**src/rtl/ifu_prefetch.sv**
```systemverilog
// Instruction prefetch front end: issues sequential fetches, tracks in-flight requests
// across redirects with an epoch bit, and pushes current-epoch responses into a fifo_sc.
module ifu_prefetch #(
  parameter int unsigned             P_ADDR_WIDTH = 32,
  parameter int unsigned             P_DATA_WIDTH = 32,
  parameter int unsigned             P_DEPTH      = 8,
  parameter int unsigned             P_MAX_OUTST  = 2,
  parameter logic [P_ADDR_WIDTH-1:0] P_BOOT_ADDR  = '0
) (
  input  logic                                 i_clk,
  input  logic                                 i_rstn,
  input  logic                                 i_fetch_en,
  input  logic                                 i_flush,
  input  logic [P_ADDR_WIDTH-1:0]              i_flush_pc,
  output logic                                 o_mem_req,
  output logic [P_ADDR_WIDTH-1:0]              o_mem_addr,
  input  logic                                 i_mem_gnt,
  input  logic                                 i_mem_rvalid,
  input  logic [P_DATA_WIDTH-1:0]              i_mem_rdata,
  input  logic                                 i_mem_err,
  output logic                                 o_fifo_wr_en,
  output logic [P_ADDR_WIDTH+P_DATA_WIDTH+1:0] o_fifo_data,
  input  logic                                 i_fifo_rd_en,
  output logic                                 o_epoch,
  output logic                                 o_halted
);

  localparam int unsigned OW = $clog2(P_MAX_OUTST + 1);
  localparam int unsigned CW = $clog2(P_DEPTH + 1);
  localparam int unsigned PW = (P_MAX_OUTST > 1) ? $clog2(P_MAX_OUTST) : 1;

  typedef enum logic [1:0] {S_IDLE, S_FETCH, S_KILL, S_HALT} state_t;

  state_t                                   state_q, state_d;
  logic [P_ADDR_WIDTH-1:0]                  pc_q;
  logic                                     epoch_q;
  logic                                     hold_q;
  logic [OW-1:0]                            outst_q, stale_q;
  logic [CW-1:0]                            occ_q;
  logic [P_MAX_OUTST-1:0][P_ADDR_WIDTH-1:0] tag_q;
  logic [PW-1:0]                            rd_ptr_q, wr_ptr_q;

  logic          req_room, mem_req, grant;
  logic          resp_stale, resp_cur, push, pop, flush_kill;
  logic [OW-1:0] outst_nxt, stale_nxt;

  function automatic logic [PW-1:0] ptr_inc(input logic [PW-1:0] p);
    return (32'(p) == P_MAX_OUTST - 1) ? '0 : p + PW'(1);
  endfunction

  // Stale responses are always older than current ones, so the stale count decides ownership of the head.
  always_comb begin
    req_room   = i_fetch_en && (32'(outst_q) < P_MAX_OUTST)
                 && ((32'(occ_q) + 32'(outst_q)) < P_DEPTH);
    mem_req    = (state_q == S_FETCH) && (hold_q || req_room);
    grant      = mem_req && i_mem_gnt;
    resp_stale = i_mem_rvalid && (stale_q != '0);
    resp_cur   = i_mem_rvalid && (stale_q == '0) && (outst_q != '0);
    push       = resp_cur && (32'(occ_q) < P_DEPTH);
    pop        = i_fifo_rd_en && (occ_q != '0);
    outst_nxt  = outst_q + OW'(grant) - OW'(resp_cur);
    stale_nxt  = stale_q - OW'(resp_stale);
    flush_kill = i_flush && ((stale_nxt + outst_nxt) != '0);
  end

  always_comb begin
    state_d = state_q;
    if (i_flush) begin
      state_d = flush_kill ? S_KILL : S_FETCH;
    end else begin
      case (state_q)
        S_IDLE:  if (i_fetch_en) state_d = S_FETCH;
        S_FETCH: begin
          if (resp_cur && i_mem_err) state_d = S_HALT;
          else if (!i_fetch_en && (outst_q == '0) && !hold_q) state_d = S_IDLE;
        end
        S_KILL:  if (stale_nxt == '0) state_d = S_FETCH;
        S_HALT:  state_d = S_HALT;
        default: state_d = S_IDLE;
      endcase
    end
  end

  always_ff @(posedge i_clk or negedge i_rstn) begin
    if (!i_rstn) state_q <= S_IDLE;
    else         state_q <= state_d;
  end

  // A flush folds everything still in flight, including this cycle's grant, into the stale count.
  always_ff @(posedge i_clk or negedge i_rstn) begin
    if (!i_rstn) begin
      pc_q     <= P_BOOT_ADDR;
      epoch_q  <= 1'b0;
      hold_q   <= 1'b0;
      outst_q  <= '0;
      stale_q  <= '0;
      occ_q    <= '0;
      rd_ptr_q <= '0;
      wr_ptr_q <= '0;
    end else begin
      hold_q <= mem_req && !i_mem_gnt && !i_flush && (state_d == S_FETCH);
      if (push && !pop)      occ_q <= occ_q + CW'(1);
      else if (pop && !push) occ_q <= occ_q - CW'(1);
      if (grant)                   wr_ptr_q <= ptr_inc(wr_ptr_q);
      if (resp_stale || resp_cur)  rd_ptr_q <= ptr_inc(rd_ptr_q);
      if (i_flush) begin
        pc_q    <= i_flush_pc & ~P_ADDR_WIDTH'(3);
        epoch_q <= ~epoch_q;
        stale_q <= stale_nxt + outst_nxt;
        outst_q <= '0;
      end else begin
        if (grant) pc_q <= pc_q + P_ADDR_WIDTH'(4);
        stale_q <= stale_nxt;
        outst_q <= outst_nxt;
      end
    end
  end

  always_ff @(posedge i_clk or negedge i_rstn) begin
    if (!i_rstn)    tag_q <= '0;
    else if (grant) tag_q[wr_ptr_q] <= pc_q;
  end

  assign o_mem_req    = mem_req;
  assign o_mem_addr   = pc_q;
  assign o_fifo_wr_en = push;
  assign o_fifo_data  = push ? {epoch_q, i_mem_err, tag_q[rd_ptr_q], i_mem_rdata} : '0;
  assign o_epoch      = epoch_q;
  assign o_halted     = (state_q == S_HALT);

endmodule

```
**config.mk**
```make
export PLATFORM = sky130hd
export DESIGN_NAME = ifu_prefetch
export DESIGN_NICKNAME = d
export VERILOG_FILES = /design/src/rtl/ifu_prefetch.sv
export SDC_FILE = /design/constraint.sdc
export NUM_CORES = 1
export LEC_CHECK = 0
export BUFFER_PORTS_ARGS = -buffer_cell sky130_fd_sc_hd__buf_4
export CAP_MARGIN = 20
export CELL_PAD_IN_SITES_DETAIL_PLACEMENT = 0
export CELL_PAD_IN_SITES_GLOBAL_PLACEMENT = 1
export CORE_ASPECT_RATIO = 1.4
export CORE_MARGIN = 4
export CORE_UTILIZATION = 39
export DETAILED_ROUTE_END_ITERATION = 16
export PLACE_DENSITY = 0.82
export SETUP_SLACK_MARGIN = 0.05
export SYNTH_ARGS = -nofsm -noshare
export SYNTH_HDL_FRONTEND = slang
export SYNTH_SLANG_ARGS = --single-unit
```
**constraint.sdc**
```tcl
create_clock -name i_clk -period 3.6 [get_ports i_clk]
set_input_delay 0.36 -clock i_clk [delete_from_list [all_inputs] [get_ports i_clk]]
set_output_delay 0.36 -clock i_clk [all_outputs]
set_load 0.02 [all_outputs]
```
==> results of run 1 <==
-- state kept, by name, indices dropped and copies added, names as in the netlist --
signal      cells
tag_q          60
o_mem_addr     30
occ_q           4
outst_q         2
stale_q         2
state_q         2
hold_q          1
o_epoch         1
rd_ptr_q        1
wr_ptr_q        1
-- worst max-delay path: cells and delay by family, from the launching register on --
| family | cells | cell delay [ns] |
|---|---|---|
| XOR/XNOR | 3 | 0.80 |
| adder cells (fa/ha/maj) | 3 | 0.73 |
| AND/OR/NAND/NOR | 3 | 0.70 |
| flip-flops | 1 | 0.45 |
| AO/OA/AOI/OAI | 2 | 0.20 |
| buffers and inverters | 2 | 0.20 |
-- cell families after synthesis --
logic type | Yosys count
AND/OR/NAND/NOR | 187
XOR/XNOR | 39
other | 1
AO/OA/AOI/OAI | 43
buffers and inverters | 44
flip-flops | 104
adder cells (fa/ha/maj) | 10
multiplexers | 95
-- final cells by class --
class / instances / area (um^2) / area share
multi-input combinational: 378 / 2788 / 0.3832
inverter: 8 / 30.03 / 0.004128
sequential: 104 / 2604 / 0.3579
tap: 185 / 231.5 / 0.03182
clock buffer: 11 / 242.7 / 0.03337
timing repair buffer: 178 / 1359 / 0.1868
clock inverter: 3 / 20.02 / 0.002752
-- layer usage --
| metal | vias to the layer above | global-route usage |
|---|---|---|
| met3 | 18 | 0.04201 |
| met1 | 2182 | 0.2107 |
| li1 | 2103 | - |
| met4 | 0 | 0.06254 |
| met2 | 154 | 0.3339 |
| met5 | - | 0 |
-- cells in the mapped netlist (all sizes together) (8+ instances only) --
| library cell | number |
|---|---|
| o21ai | 28 |
| mux2 | 64 |
| mux2i | 31 |
| xnor2 | 31 |
| ha | 9 |
| nor4 | 13 |
| nor2 | 41 |
| clkbuf | 21 |
| dfrtp | 104 |
| nand2 | 38 |
| nand4 | 10 |
| nand3 | 10 |
| inv | 8 |
| and2 | 40 |
| nor3 | 10 |
| buf | 15 |
-- placed cells by master, fill, tap and decap left out, drive strengths merged, types with 2 or more instances in the layout --
cell        n
nor4b       3
conb        4
xnor2      31
nand2      38
nor3b       2
and3b       2
nor2b       2
and4        4
or3         2
and2       40
clkbuf     11
nor3       10
nor2       41
a21o        2
nand4      10
nand3      10
mux2       64
o41ai       2
inv         8
nand2b      2
a21oi       7
dfrtp     104
o21ai      28
clkinvlp    2
ha          9
mux2i      31
nor4       13
xor2        7
and3        6
buf       177
-- final timing paths --
kind	depth (start not counted)	slack, ns	to	from
max	13	0.43	state_q[0]	outst_q[1]
min	3	0.22	o_mem_addr[31]	i_flush_pc[31]
max reg2reg	13	0.43	state_q[0]	outst_q[1]
min reg2reg	1	0.49	tag_q[2]	tag_q[2]
max in group asynchronous	4	2.17	tag_q[60]	i_rstn
min in group asynchronous	2	0.48	tag_q[36]	i_rstn
-- power groups by stage --
stage	sequential, W	combinational, W	clock (W)
floorplan	0.00181	0.000946	0
global placement	0.00192	0.00119	0
detailed placement	0.00195	0.00123	0
CTS	0.00193	0.00123	0.000912
global route	0.00200	0.00136	0.000949
finish	0.00193	0.00122	0.000892
-- per-stage QoR --
step	utilization	hold WS, ns	total power (W)
after CTS	0.5179	0.2113	0.004077
final	0.5205	0.2186	0.004044
after detailed placement	0.4991	0.4742	0.003182
after global routing	0.5205	0.2288	0.004301
after global placement	0.4991	0.4673	0.003113
after floorplan	-	0.06441	0.002759
==> run metrics, run 1 <==
largest net degree at the start of global routing 84; GRT Util Overall 0.1846; adder-cell area share of the yosys netlist 0.02383; Slew HR 0.2994; Final nets 761; Simple-Gate Fraction of Synth Area 0.1796; fin. max-slew vios 0; Ys Warns 0; Switching Fraction 0.3249; total grt overflow 0; final WL 15,050 um; Post-CTS Setup Repair Bufs 0; Post-synth EDFFs 0; #FFs+latches synth 104; drt pass-1 iters 5; Crit path required time 3.86 ns; sequential element share of the synthesized area 0.4676; Crit-path slowest cell dfrtp_1; P_leak 3.448 nW; unrepaired setup endpoints after global routing false; number of DRC violations after detailed-routing iteration 0 142; core area 13,970 um^2; Tightest Pin Transition 1.051 ns; critical path class reg2reg; post-DR wirelength/cell 17.36 um; Synth top area share 0.4676; drc violations 0; CP dominant cell by count ha_1; maximum clock frequency 315.6 MHz; Hold Crit Class in2reg; final hold violations 0; met2 wire length 7846 um; vias in the first global route 4,449; Post-Layout Cell Count 867; CTS root buf clkbuf_16; CP Max Fanout 6; Met1 Wirelength 5837 um; Sw Pwr 0.001314 W; antenna violations before repair 0; diode count 0; largest family of logic cells by synthesized area multiplexers; Final Instance Area 7274 um^2; # setup viols final 0; maximum clock insertion buffer count 2; CP arrival 3.43 ns; Die Y 149.3 um; CTS resizes 0; hold-fix buffers at CTS 0; Fill cells 1,247; pwr/cell area 556.0 nW/um^2; Post-Syn Area 5565 um^2; Comb power frac 0.301; first-pass GRT wire length 23,190 um; area leader, netlist dfrtp_1; max cap viols 0; Post-Synthesis Cells 523; H-tree levels 3; Num CTS Buffers 9; crit path capture type flop; share of cells above drive strength 1 0.3798; PnR worst setup slack 0.4310 ns; Final Critical Period 3.169 ns; Die ar. 16,270 um^2; setup TNS 0 ns; I/O Pins 174; routability-driven placement congestion ratio 0.7874; status finished clean; part of the power in the clock network 0.221; IO Port Bufs 167; Layout area overhead 30.71%; Flop pwr share 0.478; CTS tree done; Initial Util 0.3982; max incr delay on CP 0.45 ns; Compound-Gate Fraction of Synth Area 0.04294; synth unique cells 44; dpl hpwl 10,980 um; dominant cells by area after synthesis dfrtp_1 (47%), mux2_2 (13%), mux2i_1 (5.6%); die width 109.0 um; Row Count 51; xor and xnor area share after synthesis 0.06385; Fin Clk Skew 0.006133 ns; Max VDD drop 284.0 uV; P_int 0.002730 W; clk slew on worst S/H paths 0.07 ns; post-synthesis mux area share 0.1853; Main synth FF type dfrtp_1; Sink Count 104; dpl cells 851; Async S/R FF share, synth 1.000; Routed Antenna Nets 0; met3 wire len 1111 um; crit-path cells ha_1 > nor4b_2 > a211oi_4 > nor2_1 > inv_1 > ha_1 > inv_1 > ha_1 > xnor3_1 > xnor2_1 > xnor2_1 > nand2_1 > o21ai_0; Via density 5.141; Top Layer Used met4; pre-CTS WS 0.4611 ns; clock latency on the worst-skew pair 0.34 ns; syn_area_per_cell 10.64 um^2; via count 4,457; Final period util 0.8803; Startpoint Class flop; placed cell area 6974 um^2
Power figures use the tool's default switching activity.
==> run 2, diff against run 1 <==
PLACE_DENSITY = default   (was 0.82)
PLACE_DENSITY_LB_ADDON = 0.15   (was default)
==> run 2 against run 1 <==
Effect of this change:
- highest routed layer unchanged
- non-clock buffer count fell by 1
- largest cell class unchanged
- worst hold slack improved by 0.0028 ns
- register-to-register slack improved by 0.09 ns
- clock skew rose by 0.0012 ns
- critical endpoint unchanged
- critical path type unchanged
==> run metrics, run 2 (synthesis results as in run 1) <==
maximum clock frequency 324.6 MHz; diode count 0; share of cells above drive strength 1 0.3783; CTS root buf clkbuf_16; CTS tree done; Die ar. 16,270 um^2; max cap viols 0; Slew HR 0.6107; via count 4,349; vias in the first global route 4,439; GRT Util Overall 0.1812; # setup viols final 0; I/O Pins 174; crit path capture type flop; fin. max-slew vios 0; Startpoint Class flop; Buf/Inv on CP 2; max incr delay on CP 0.44 ns; dpl hpwl 10,660 um; Max VDD drop 309.7 uV; Sink Count 104; crit-path cells ha_1 > nor4b_2 > a211oi_4 > nor2_1 > inv_1 > ha_1 > inv_1 > ha_1 > xnor3_1 > xnor2_1 > xnor2_1 > nand2_1 > o21ai_0; total grt overflow 0; Largest register FFs 60; core area 13,970 um^2; post-DR wirelength/cell 16.96 um; GRT met2 Usage 0.3413; dpl cells 850; number of DRC violations after detailed-routing iteration 0 119; gr busiest metal met2; met3 usage 0.03811; pre-CTS WS 0.5012 ns; CP Max Fanout 6; P_leak 3.469 nW; Fin Clk Skew 0.007348 ns; final WL 14,710 um; Via density 5.016; first-pass GRT wire length 22,940 um; Num CTS Buffers 9; Total Power 0.004193 W; H-tree levels 3; antenna violations before repair 0; maximum clock insertion buffer count 2; unrepaired setup endpoints after global routing false; placed cell area 6967 um^2; setup TNS 0 ns; largest net degree at the start of global routing 87; Crit-path slowest cell dfrtp_1; CP dominant cell by count ha_1; CTS resizes 0; drt pass-1 iters 4; routability-driven placement congestion ratio 0.7865; Final Critical Period 3.081 ns; pwr/cell area 572.9 nW/um^2; die width 109.0 um; clk slew on worst S/H paths 0.07 ns; Die Y 149.3 um; CP top delay family XOR/XNOR gates; CP arrival 3.30 ns; PnR worst setup slack 0.5193 ns; Final period util 0.8557; met1 usage 0.2003; critical path class reg2reg; drc violations 0; Final Instance Area 7318 um^2; Final nets 760; Tightest Pin Transition 0.5840 ns; Routed Antenna Nets 0; final hold violations 0; largest register by flop count tag_q; Initial Util 0.3982; most frequent cells in the layout buf_4 (175), dfrtp_1 (103), mux2_2 (62); clock latency on the worst-skew pair 0.34 ns; IO Port Bufs 167; Layout area overhead 31.50%; commonest non-fill, non-tap cell in the layout buf_4; Row Count 51; Crit path required time 3.82 ns; status finished clean; Hold Crit Class in2reg; Post-Layout Cell Count 867
-- run 2: cell type report --
type | instances | area, um^2
Sequential cell | 104 | 2604
Inverter | 8 | 30.03
Multi-Input combinational cell | 378 | 2788
Fill cell | 1331 | 6656
Tap cell | 185 | 231.5
Timing Repair Buffer | 177 | 1351
Clock buffer | 12 | 246.5
Clock inverter | 3 | 67.56
-- run 2: power breakdown --
part,leakage (nW),internal (W),total [W],switching (W)
logic,2.01,0.000696,0.00127,0.000571
clock network,0.149,0.000625,0.00104,0.000418
registers,1.31,0.00155,0.00188,0.000328
-- run 2: worst paths after layout --
kind	start	end	slack (ns)	cells past startpoint
hold reg to reg	o_epoch	o_epoch	0.49	1
min in group asynchronous	i_rstn	tag_q[50]	0.40	2
setup reg to reg	outst_q[1]	state_q[0]	0.52	13
max in group asynchronous	i_rstn	tag_q[21]	2.31	4
hold / removal	i_flush_pc[27]	o_mem_addr[27]	0.22	3
setup / recovery	outst_q[1]	state_q[0]	0.52	13
-- run 2: per-layer routing --
layer	up-vias	share of wire
met5	-	0
met4	0	0.013
met3	15	0.071
met2	133	0.53
met1	2102	0.38
li1	2099	-
-- run 2: repair_timing --
action                    CTS  global route
buffers inserted            0             0
hold endpoints to repair    0            13
hold buffers                0             1
-- run 2: stage by stage --
stage	hold slack, ns	util
floorplan	0.06441	-
detailed placement	0.4824	0.4985
CTS	0.2084	0.5210
finish	0.2213	0.5237
global placement	0.4684	0.4985
global route	0.2322	0.5237
-- run 2: worst min-delay path: cells and delay by family --
kind                   cells  cell delay, ns
AO/OA/AOI/OAI              1            0.06
buffers and inverters      1            0.07
AND/OR/NAND/NOR            1            0.04
==> run 3, diff against run 2 <==
clock period = 3.4 ns   (was 3.6 ns; I/O delays follow)
==> run 3 against run 2 <==
Effect of this change:
- clock skew hardly changed
- via count is 1.1% higher
- clock-buffer cell count is 2 lower
- first-iteration DRC count is 11% higher
- worst hold slack worse by 0.15 ns
- sequential power is 6% higher
- final cell count is 0.12% lower
- utilization is 0.58 points lower
- routed wire length is 1.7% higher
- total power is 2.1% higher
- clock power is 9% lower
==> run metrics, run 3 (synthesis results as in run 1) <==
Die ar. 16,270 um^2; CP Max Fanout 6; I/O Pins 174; Fin Clk Skew 0.007008 ns; GRT met2 Usage 0.3389; crit path capture type flop; Hold Crit Class in2async; max cap viols 0; H-tree levels 3; first-pass GRT wire length 23,190 um; gr busiest metal met2; CTS resizes 0; maximum clock insertion buffer count 2; die width 109.0 um; drt pass-1 iters 4; Slew HR 0.4663; Startpoint Class flop; reg2reg path depth 13; hold-fix buffers at CTS 0; P_leak 3.433 nW; Final period util 0.9139; post-DR wirelength/cell 17.26 um; clk slew on worst S/H paths 0.07 ns; diode count 0; fin. max-slew vios 0; Tightest Pin Transition 0.8006 ns; CP arrival 3.32 ns; Layout area overhead 30.04%; Routed Antenna Nets 0; via count 4,398; CTS tree done; Initial Util 0.3982; met1 usage 0.2101; Sink Count 104; # setup viols final 0; maximum clock frequency 321.8 MHz; Final nets 759; CTS root buf clkbuf_16; status finished clean; Row Count 51; drc violations 0; Final Critical Period 3.107 ns; core area 13,970 um^2; routability-driven placement congestion ratio 0.7844; IO Port Bufs 167; setup TNS 0 ns; Fill cells 1,314; Post-CTS Setup Repair Bufs 0; total grt overflow 0; vias in the first global route 4,557; Crit path required time 3.62 ns; met3 usage 0.03725; commonest non-fill, non-tap cell in the layout buf_4; GRT Util Overall 0.1836; antenna violations before repair 0; final hold violations 0; pwr/cell area 591.8 nW/um^2; largest register by flop count tag_q; final WL 14,950 um; Max VDD drop 301.3 uV; dpl hpwl 10,890 um; Largest register FFs 60; Num CTS Buffers 9; critical path class reg2reg; Core Util, Final 0.5179; Die Y 149.3 um; clock latency on the worst-skew pair 0.34 ns; Via density 5.079; unrepaired setup endpoints after global routing false; number of DRC violations after detailed-routing iteration 0 132; largest net degree at the start of global routing 64; R2R setup slack 0.29 ns; most frequent cells in the layout buf_4 (176), dfrtp_1 (103), mux2_2 (62); share of cells above drive strength 1 0.3803
-- run 3: where the power goes --
group | total (W) | switching (W) | internal, W
combinational | 0.00134 | 0.000602 | 0.000734
sequential | 0.00200 | 0.000353 | 0.00164
clock | 0.000949 | 0.000456 | 0.000493
-- run 3: per-stage QoR --
step           instances  instance area (um^2)  setup slack, ns  total power, W  hold WS (ns)
2_1_floorplan        526                  5577           0.6394        0.002922       0.04441
3_3_place_gp         851                  6974           0.3505        0.003310        0.4680
3_5_place_dp         851                  6974           0.3314        0.003376        0.4743
4_1_cts              866                  7237           0.2743        0.004333        0.1104
5_1_grt              866                  7237          0.07584        0.004574        0.1347
6_report             866                  7237           0.2928        0.004283       0.06923
-- run 3: area by class of cell --
cell class              instances  area [um^2]  area share
clock inverters                 5        33.78    0.004668
well taps                     185        231.5     0.03198
flip-flops and latches        104         2604      0.3598
repair buffers                176         1321      0.1826
multi-input cells             378         2788      0.3852
clock buffers                  10        229.0     0.03164
inverters                       8        30.03    0.004149
-- run 3: final timing paths --
kind,start,to
max,outst_q[1],state_q[0]
min,i_rstn,tag_q[50]
max reg2reg,outst_q[1],state_q[0]
min reg2reg,tag_q[28],tag_q[28]
max in group asynchronous,i_rstn,tag_q[13]
min in group i_clk,i_flush_pc[6],o_mem_addr[6]
-- run 3: routing by layer --
layer | routed length [um] | vias up
met5 | 0 | -
met4 | 227 | 0
met3 | 1050 | 13
met2 | 7841 | 147
met1 | 5831 | 2138
li1 | - | 2100
-- run 3: worst max-delay path, stage by stage, from the launching register on --
cell      delay, ns
dfrtp_1        0.44
ha_1           0.24
nor4b_2        0.30
a211oi_4       0.11
nor2_1         0.28
inv_1          0.16
ha_1           0.30
inv_1          0.04
ha_1           0.19
xnor3_1        0.37
xnor2_1        0.27
xnor2_1        0.13
nand2_1        0.07
o21ai_0        0.07
